==> src/rtl/instruction_fetch.sv <==
// Fetch stage: owns the PC, reads instruction_memory combinationally, resolves JUMP
// locally, accepts downstream branch redirects and parks in HALT rather than leave the image.
module instruction_fetch #(
  parameter int unsigned                ADDR_WIDTH = 32,
  parameter int unsigned                DATA_WIDTH = 32,
  parameter logic [ADDR_WIDTH-1:0]      LAST_ADDR  = 26,
  parameter logic [ADDR_WIDTH-1:0]      RESET_PC   = '0,
  parameter logic [5:0]                 JUMP_OP    = 6'b010101
) (
  input  logic                  clk,
  input  logic                  reset,
  output logic [ADDR_WIDTH-1:0] addr_out,
  input  logic [DATA_WIDTH-1:0] data_in,
  input  logic                  stall,
  input  logic                  branch_taken,
  input  logic [ADDR_WIDTH-1:0] branch_target,
  output logic [DATA_WIDTH-1:0] instr_out,
  output logic [ADDR_WIDTH-1:0] pc_out,
  output logic                  valid_out,
  output logic                  halted,
  output logic                  state_out
);

  typedef enum logic {RUN = 1'b0, HALT = 1'b1} state_t;

  state_t                  state_q;
  logic [ADDR_WIDTH-1:0]   pc_q;
  logic [DATA_WIDTH-1:0]   instr_q;
  logic [ADDR_WIDTH-1:0]   pc_out_q;
  logic                    valid_q;
  logic                    halted_q;
  logic [ADDR_WIDTH-1:0]   next_pc_d;
  logic                    is_jump;

  assign is_jump = (data_in[31:26] == JUMP_OP);

  always_comb begin
    next_pc_d = pc_q + ADDR_WIDTH'(1);
    if (is_jump) next_pc_d = {{(ADDR_WIDTH-26){1'b0}}, data_in[25:0]};
  end

  // Handshake: valid_out qualifies instr_out/pc_out; stall is the downstream
  // not-ready and freezes the PC and the IF/ID register. branch_taken wins over stall.
  always_ff @(posedge clk or posedge reset) begin
    if (reset) begin
      state_q  <= RUN;
      pc_q     <= RESET_PC;
      instr_q  <= '0;
      pc_out_q <= '0;
      valid_q  <= 1'b0;
      halted_q <= 1'b0;
    end else if (state_q == RUN) begin
      if (branch_taken) begin
        instr_q <= '0;
        valid_q <= 1'b0;
        if (branch_target <= LAST_ADDR) pc_q <= branch_target;
        else                            state_q <= HALT;
      end else if (!stall) begin
        instr_q  <= data_in;
        pc_out_q <= pc_q;
        valid_q  <= 1'b1;
        // An out-of-range successor leaves the PC on its last legal value.
        if (next_pc_d <= LAST_ADDR) pc_q <= next_pc_d;
        else                        state_q <= HALT;
      end
    end else begin
      instr_q  <= '0;
      valid_q  <= 1'b0;
      halted_q <= 1'b1;
    end
  end

  assign addr_out  = pc_q;
  assign instr_out = instr_q;
  assign pc_out    = pc_out_q;
  assign valid_out = valid_q;
  assign halted    = halted_q;
  assign state_out = state_q;

endmodule

==> config.mk <==
export PLATFORM = sky130hd
export DESIGN_NAME = instruction_fetch
export DESIGN_NICKNAME = d
export VERILOG_FILES = /design/src/rtl/instruction_fetch.sv
export SDC_FILE = /design/constraint.sdc
export NUM_CORES = 1
export LEC_CHECK = 0
export CORE_ASPECT_RATIO = 0.75
export CORE_MARGIN = 10
export CORE_UTILIZATION = 45
export CTS_CLUSTER_SIZE = 10
export DETAILED_ROUTE_END_ITERATION = 10
export PLACE_DENSITY_LB_ADDON = 0.08
export REMOVE_ABC_BUFFERS = 1
export SLEW_MARGIN = 20
export SYNTH_ARGS = -nofsm -noshare
export SYNTH_HDL_FRONTEND = slang
export SYNTH_SLANG_ARGS = --single-unit
==> constraint.sdc <==
create_clock -name clk -period 5.8 [get_ports clk]
set_input_delay 1.16 -clock clk [delete_from_list [all_inputs] [get_ports clk]]
set_output_delay 1.16 -clock clk [all_outputs]
set_load 0.01 [all_outputs]
==> results of run 1 <==
## state kept, by name (all words and copies together) (netlist names)
signal / count
instr_out: 32
state_out: 1
valid_out: 1
addr_out: 32
pc_out: 32
halted: 1
## area by class of cell
type	instances	area share [%]
Tap cell	136	2.50
Multi-Input combinational cell	270	30.5
Inverter	12	0.697
Clock buffer	11	3.71
Sequential cell	99	36.3
Clock inverter	5	1.25
Timing Repair Buffer	172	25.0
## per-layer routing
layer,routed length [um],part of all wire (%)
met1,6090,43
met4,156,1.1
met5,0,0
met2,6400,45
met3,1450,10
## path summary, 6_finish.rpt
path / endpoint / cells past startpoint
max: addr_out[14] / 9
min: halted / 1
max reg2reg: addr_out[14] / 9
min reg2reg: halted / 1
max in group asynchronous: pc_out[31] / 3
min in group asynchronous: instr_out[20] / 2
## critical path, cell delays in order
cell and delay [ps]:
clkdlybuf4s50_1 490, nor4bb_1 280, nand3b_1 460, nor2_1 320, a31o_2 140, o221ai_1 140, or4_4 570, o21ai_4 680
a21boi_0 220
## cells by family (layout without fill, tap and decap cells)
group	Yosys count	in the layout	synth area share [%]
mux	35	35	8.37
simple gates	114	114	14.6
fa+ha+maj	1	1	0.267
compound gates	107	107	18.5
flops	99	99	53.0
xor+xnor	13	13	2.43
buf+inv	31	200	2.91
## cell usage in the layout, fill, tap and decap left out, drive strengths merged, types with 6 or more instances in the layout
cell type and instances:
clkdlybuf4s50 166, nor2 19, xnor2 9, nor3 11, nand3 14, nand4 19
nand2 9, a21boi 26, nor4 14, buf 6, mux2 33, dfrtp 99
o21ai 9, inv 12, a211oi 6, a21oi 8, a22o 32, clkbuf 11
## metrics by stage
| stage | total power (uW) | cells | hold WS, ps | area (um^2) | util [%] |
|---|---|---|---|---|---|
| after floorplan | 743 | 381 | 510 | 4590 | - |
| after global placement | 816 | 689 | 448 | 6480 | 63.5 |
| after detailed placement | 818 | 689 | 455 | 6480 | 63.5 |
| after CTS | 1480 | 705 | 471 | 6820 | 66.8 |
| after global routing | 1520 | 705 | 510 | 6820 | 66.8 |
| final | 1460 | 705 | 471 | 6820 | 66.8 |
## power by group through the flow
| stage | logic (uW) | registers (uW) | clock network, uW |
|---|---|---|---|
| CTS | 105 | 701 | 674 |
| finish | 103 | 701 | 657 |
| floorplan | 28.1 | 715 | 0 |
| detailed placement | 104 | 714 | 0 |
| global placement | 103 | 714 | 0 |
| global route | 112 | 701 | 705 |
==> reports/metrics.yaml, run 1 <==
post_cts_resized: 0
ff2ff_setup_slack_ps: 2010
pwr-share-clk_pct: 45.0
end_kind: "register"
postRouteAntennaNets: 0
p_sw_uw: 305
cts_tree: "built"
cts_setup_buffers: 0
n_antenna_cell: 0
ys_seq_area_share_pct: 53.0
core_area_mm2: 0.0102
clock_skew_ps: 5.20
synthArstFlopShare_pct: 100
netlist_area_mm2: 0.00468
drc: 0
leakage_uw: 0.00288
switching_share_pct: 20.9
placementRows: 32
grt_pass1_wl_um: 22500
routed_via_density: 5.65
multi_input_area_mm2: 0.00208
synth_area_leaders: "dfrtp_1 53%, mux2_2 7.9%, a22o_1 6.0%"
synth_edf_count: 0
setup_viol: 0
wire_per_inst_um: 20.0
use_met3_pct: 7.46
worstHoldStart: "halted"
seqPwrFrac_pct: 48.0
reg2reg_from: "addr_out[0]"
fmaxAchievable_mhz: 233
gp_congestion: 0.925
dp.final_hpwl_um: 10600
pwr-share-comb_pct: 7.1
yosys.area.top_type_share_pct: 53.0
nNetsFinal: 633
initial_core_util_pct: 45.8
worstPathRequired_ps: 5980
synthDistinctLibCells: 60
clk_latency_ps: 340
drive_above_1_share_pct: 13.9
use_met2_pct: 28.5
routed_wl_um: 14100
syn_area_per_cell_um2: 11.7
h-tree-depth: 3
cp.arrival_ps: 4480
ys.flop_type: "dfrtp_1"
syn_inst: 400
finalHoldViolations: 0
place.port_buffers: 166
fillers: 825
antenna_found_initial: 0
fp.dieArea_mm2: 0.0149
cts_sinks: 99
first_pass_iters: 5
cts_hold_buf: 0
vias: 3984
ir_worst_vdd_mv: 0.194
syn_to_final_growth_pct: 45.7
synth_most_common_cell: "dfrtp_1"
cts-root-buf: "clkbuf_16"
grt.met1_usage_pct: 24.9
cp_max_fo: 28
clk_pin_slew_ps: 70
die_w_um: 138
cts_buffers: 9
grt_overflow: 0
hp-class: "reg -> reg"
maxCapViolations: 0
ys_warn_count: 0
globalRouteTotalUtil_pct: 18.8
worstMarginPinSlew_ps: 896
cp-startpoint: "data_in[30]"
ys_seq_elements: 99
path_class: "in -> reg"
seqCellArea_mm2: 0.00248
synthTopCellsByCount: "99 x dfrtp_1, 33 x mux2_2, 32 x a22o_1"
fin_ws_ps: 1510
startpoint_type: "input port"
report.final.slew_viol_count: 0
powerDensity_mw_per_mm2: 214
tns_ps: 0
cts.path.max_buffers: 2
slew_headroom_pct: 39.7
min_period_over_period_pct: 74.0
boundaryPins: 167
grt_max_degree: 54
drtIter0Drc: 309
place_ws_ps: 1170
grt_pass1_vias: 4007
die_y_um: 108
status: "finished clean"
rsz0062_at_grt: "false"
final.min_clock_period_ps: 4290
synth_top_cell_by_area: "dfrtp_1"
internal_power_uw: 1160
grt_most_used_layer: "met2"
(Power assumes the default switching activity.)
==> inputs of run 2 (changes only) <==
==> constraint.sdc (replaced) <==
create_clock -name clk -period 4.1 [get_ports clk]
set_input_delay 0.82 -clock clk [delete_from_list [all_inputs] [get_ports clk]]
set_output_delay 0.82 -clock clk [all_outputs]
set_load 0.01 [all_outputs]
==> run 2 against run 1 <==
Effect of this change:
- count of clock-buffer cells in the layout unchanged
- critical path depth up 1
- clock skew up 1.2 ps
==> reports/metrics.yaml, run 2 (synthesis gave the netlist of run 1 again) <==
status: "finished clean"
layout_commonest_cell: "clkdlybuf4s50_1"
die_y_um: 108
cts_setup_buffers: 0
setup_viol: 0
placementRows: 32
final_cell_mix: "166 x clkdlybuf4s50_1, 99 x dfrtp_1, 33 x mux2_2, 32 x a22o_1, 19 x nor2_1"
cts_hold_buf: 0
rsz0062_at_grt: "false"
min_period_over_period_pct: 84.2
worstMarginPinSlew_ps: 828
leakage_uw: 0.00289
cp_num_buf_inv: 1
fmaxAchievable_mhz: 290
globalRouteTotalUtil_pct: 19.0
grt_pass1_vias: 4154
slew_headroom_pct: 44.3
final_cells: 709
worstPathRequired_ps: 4320
place_ws_ps: 303
cp_cell_sequence: "ha_1 -> nand3_1 -> nor2_1 -> nand3_1 -> o21ai_0 -> o221ai_1 -> or4_4 -> o21ai_4 -> buf_12 -> a21boi_0"
fp.dieArea_mm2: 0.0149
maxCapViolations: 0
startpoint_type: "register"
grt_max_degree: 86
dp.cells: 693
h-tree-depth: 3
hp-class: "reg -> reg"
vias: 4025
clk_pin_slew_ps: 70
end_kind: "register"
finish.utilization_pct: 66.9
report.final.slew_viol_count: 0
cts_sinks: 99
clk_latency_ps: 350
place.port_buffers: 166
gp_congestion: 0.959
grt_pass1_wl_um: 22900
fin_ws_ps: 649
cp_max_fo: 23
antenna_found_initial: 0
tns_ps: 0
powerDensity_mw_per_mm2: 291
cp_top_family: "simple AND/OR/NAND/NOR gates"
boundaryPins: 167
ff2ff_setup_slack_ps: 650
initial_core_util_pct: 45.8
drc: 0
die_w_um: 138
postRouteAntennaNets: 0
syn_to_final_growth_pct: 46.1
clock_skew_ps: 6.39
final.min_clock_period_ps: 3450
crit_top_cell: "nand3_1"
routed_wl_um: 14200
routed_via_density: 5.68
drive_above_1_share_pct: 14.3
nNetsFinal: 637
post_cts_resized: 0
first_pass_iters: 4
fillers: 786
cts-root-buf: "clkbuf_16"
wire_per_inst_um: 20.0
cts_buffers: 9
finalHoldViolations: 0
cp_slowest_cell: "or4_4"
path_class: "reg -> reg"
cp.arrival_ps: 3670
cts_tree: "built"
ir_worst_vdd_mv: 0.241
grt_overflow: 0
drtIter0Drc: 294
n_antenna_cell: 0
cts.path.max_buffers: 2
core_area_mm2: 0.0102
max_stage_delay_ps: 570
dp.final_hpwl_um: 10700
==> run 2: cell types whose count changed in the layout (fill, tap and decap cells not counted), sizes merged <==
cell / previous run / this run
clkinv: 2 / 3
buf: 6 / 10
bufinv: 2 / 1
==> run 2: power by group <==
part | total, uW | internal (uW) | switching, uW
registers | 992 | 984 | 7.90
logic | 150 | 84.8 | 65.4
clock network | 844 | 487 | 358
==> run 2: worst paths after layout <==
check                                  from            to  cells past startpoint
max in group asynchronous             reset     pc_out[9]                      3
min in group asynchronous             reset  instr_out[5]                      2
worst min-delay path                 halted        halted                      1
worst min register to register       halted        halted                      1
worst max-delay path            addr_out[0]  addr_out[20]                     10
worst max register to register  addr_out[0]  addr_out[20]                     10
==> run 2: worst register-to-register path: cells and delay by family, from the launching register on <==
family | cells | cell delay, ps
AOI/OAI and AO/OA | 4 | 780
adders and majority gates | 1 | 300
buffers and inverters | 1 | 220
DFF | 1 | 550
and+or+nand+nor | 4 | 1470
==> run 2: layout make-up <==
type / count / area, um^2 / area share, %
sequential: 99 / 2480 / 36.3
multi-input combinational: 270 / 2080 / 30.4
timing repair buffer: 176 / 1760 / 25.8
clock buffer: 11 / 243 / 3.55
tap: 136 / 170 / 2.49
clock inverter: 5 / 52.6 / 0.769
inverter: 12 / 50.0 / 0.732
==> run 2: layer usage <==
layer | vias to the layer above | part of all wire, % | track usage (%)
li1 | 1858 | - | -
met1 | 2008 | 45 | 25.9
met2 | 143 | 45 | 28.6
met3 | 16 | 8.2 | 6.72
met4 | 0 | 1.1 | 4.46
met5 | - | 0 | 0
==> run 2: metrics by stage <==
stage                     hold WS [ps]  total power, uW  cell area, um^2
after floorplan                    510             1050             4590
after global placement             450             1160             6540
after detailed placement           481             1160             6540
after CTS                          503             2010             6830
after global routing               517             2060             6830
final                              502             1990             6830
==> edit, RTL diff (config.mk and constraints of run 2) <==
`DATA_WIDTH`: 32 -> 48.
--- a/src/rtl/instruction_fetch.sv
+++ b/src/rtl/instruction_fetch.sv
@@ -2,7 +2,7 @@
 // locally, accepts downstream branch redirects and parks in HALT rather than leave the image.
 module instruction_fetch #(
   parameter int unsigned                ADDR_WIDTH = 32,
-  parameter int unsigned                DATA_WIDTH = 32,
+  parameter int unsigned                DATA_WIDTH = 48,
   parameter logic [ADDR_WIDTH-1:0]      LAST_ADDR  = 26,
   parameter logic [ADDR_WIDTH-1:0]      RESET_PC   = '0,
   parameter logic [5:0]                 JUMP_OP    = 6'b010101
Interface: changed (resized data_in and instr_out); port bits go from 167 to 199. No check against the original RTL was run, so the function may have changed too.
==> edit against run 2 <==
- routed wire length is 24% higher
- sequential cell count is 16 higher
- final cell count up 20%
- critical endpoint is now addr_out[4]
- total power is 54% higher
- worst setup slack worse by 0.058 ns
- design area increased by 17%
- highest routed layer unchanged
- non-clock buffer count grew 30
- area after synthesis grew 12%
- sequential share of layout area fell by 0.29 points
==> edit: results (changes against run 2) <==
status: "complete, no violations"
cp_slowest_stage_delay_ns: 0.67  # +0.10 ns
vdd_ir_drop_max_mv: 0.294  # +22%
antenna_cells: 0  # unchanged
synth_cell_types: 54  # -10%
ys_seq_area_share_pct: 55.1  # +2.1 points
comb_power_share_pct: 8.0  # +0.4 points
numCtsBuffers: 17  # +8
cts_max_level: 4  # +1
switching_share_pct: 21.5  # -0.19 points
stdcell_count: 854  # +20%
nets: 786  # +23%
synthCells: 505  # +26%
drive_gt1_share_pct: 8.12  # -6.2 points
cts_root_buf: "clkbuf_16"
dpl_cell_area_sq_um: 7330  # +12%
slowest_stage: "nor4_2"
synth_area_leaders: "dfrtp_1 55%, a22o_1 8.2%, nand2_1 7.0%"
grt_max_degree: 76  # -12%
min_path_type: "reg -> reg"
worst_clock_skew_ns: 0.00658  # +0.000193 ns
clock_latency_ns: 0.41  # +0.06 ns
place_ws_ns: 0.362  # +0.0589 ns
clk_pin_slew_worst_paths_ns: 0.06
p_clk_share_pct: 54.1  # +12 points
drt-total-wl_microns: 17700  # +24%
grtUsageTotal_pct: 21.3  # +2.3 points
p_total_mw: 3.07  # +54%
num_vias: 4804  # +19%
dp_hpwl_microns: 12800  # +20%
dp.cells: 822  # +19%
maxSlewHeadroom_pct: 42.8  # -1.4 points
gp_congestion: 0.914  # -4.7%
drt_iter0_drc: 345  # +17%
io_buffers: 198  # +19%
grt_pass1_wl_microns: 27800  # +21%
worstPathMaxFanout: 10  # -57%
leakage_nw: 3.53  # +22%
dr.pass1.iters: 5  # +1
edit: cell count changes after synthesis, sizes merged, moves of 5 or more:
cell	change
mux2	-33
dfrtp	+16
a21boi	-25
o21ai	+10
nor4	+6
and2	+24
buf	+9
a22o	+17
nand2	+88
nand4	-5
edit: kinds of logic (layout without fill, tap and decap cells):
kind of cell / after synthesis / after routing / share of synthesized area, %
DFF: 115 / 115 / 55.1
muxes: 4 / 4 / 0.766
xor gates and xnor gates: 13 / 13 / 2.18
buffers and inverters: 40 / 249 / 3.40
and+or+nand+nor: 230 / 230 / 23.0
AOI/OAI and AO/OA: 102 / 102 / 15.3
adders and majority gates: 1 / 1 / 0.239
edit: worst max-delay path, delay by kind of cell (launching register included):
kind | cells | cell delay (ns)
and+or+nand+nor | 5 | 1.86
adders and majority gates | 1 | 0.28
AOI/OAI and AO/OA | 3 | 0.72
DFF | 1 | 0.53
edit: path summary, 6_finish.rpt:
check,start,cells past startpoint,end,slack [ns]
max in group asynchronous,reset,3,pc_out[3],2.36
min,halted,1,halted,0.46
max,addr_out[0],9,addr_out[4],0.59
max reg2reg,addr_out[0],9,addr_out[4],0.59
min reg2reg,halted,1,halted,0.46
min in group asynchronous,reset,2,instr_out[30],0.94
edit: per-layer routing:
metal	share of wire, %	track usage [%]	up-vias
li1	-	-	2231
met1	41	27.8	2333
met2	47	33.4	224
met3	11	7.56	16
met4	0.89	4.50	0
met5	0	0	-
edit: final cells by class:
type                       count  area [sq um]
fill                         825          3150
sequential                   115          2880
multi-input combinational    350          2180
timing repair buffer         206          2050
clock buffer                  20           467
clock inverter                12           201
tap                          140           175
inverter                      11          43.8
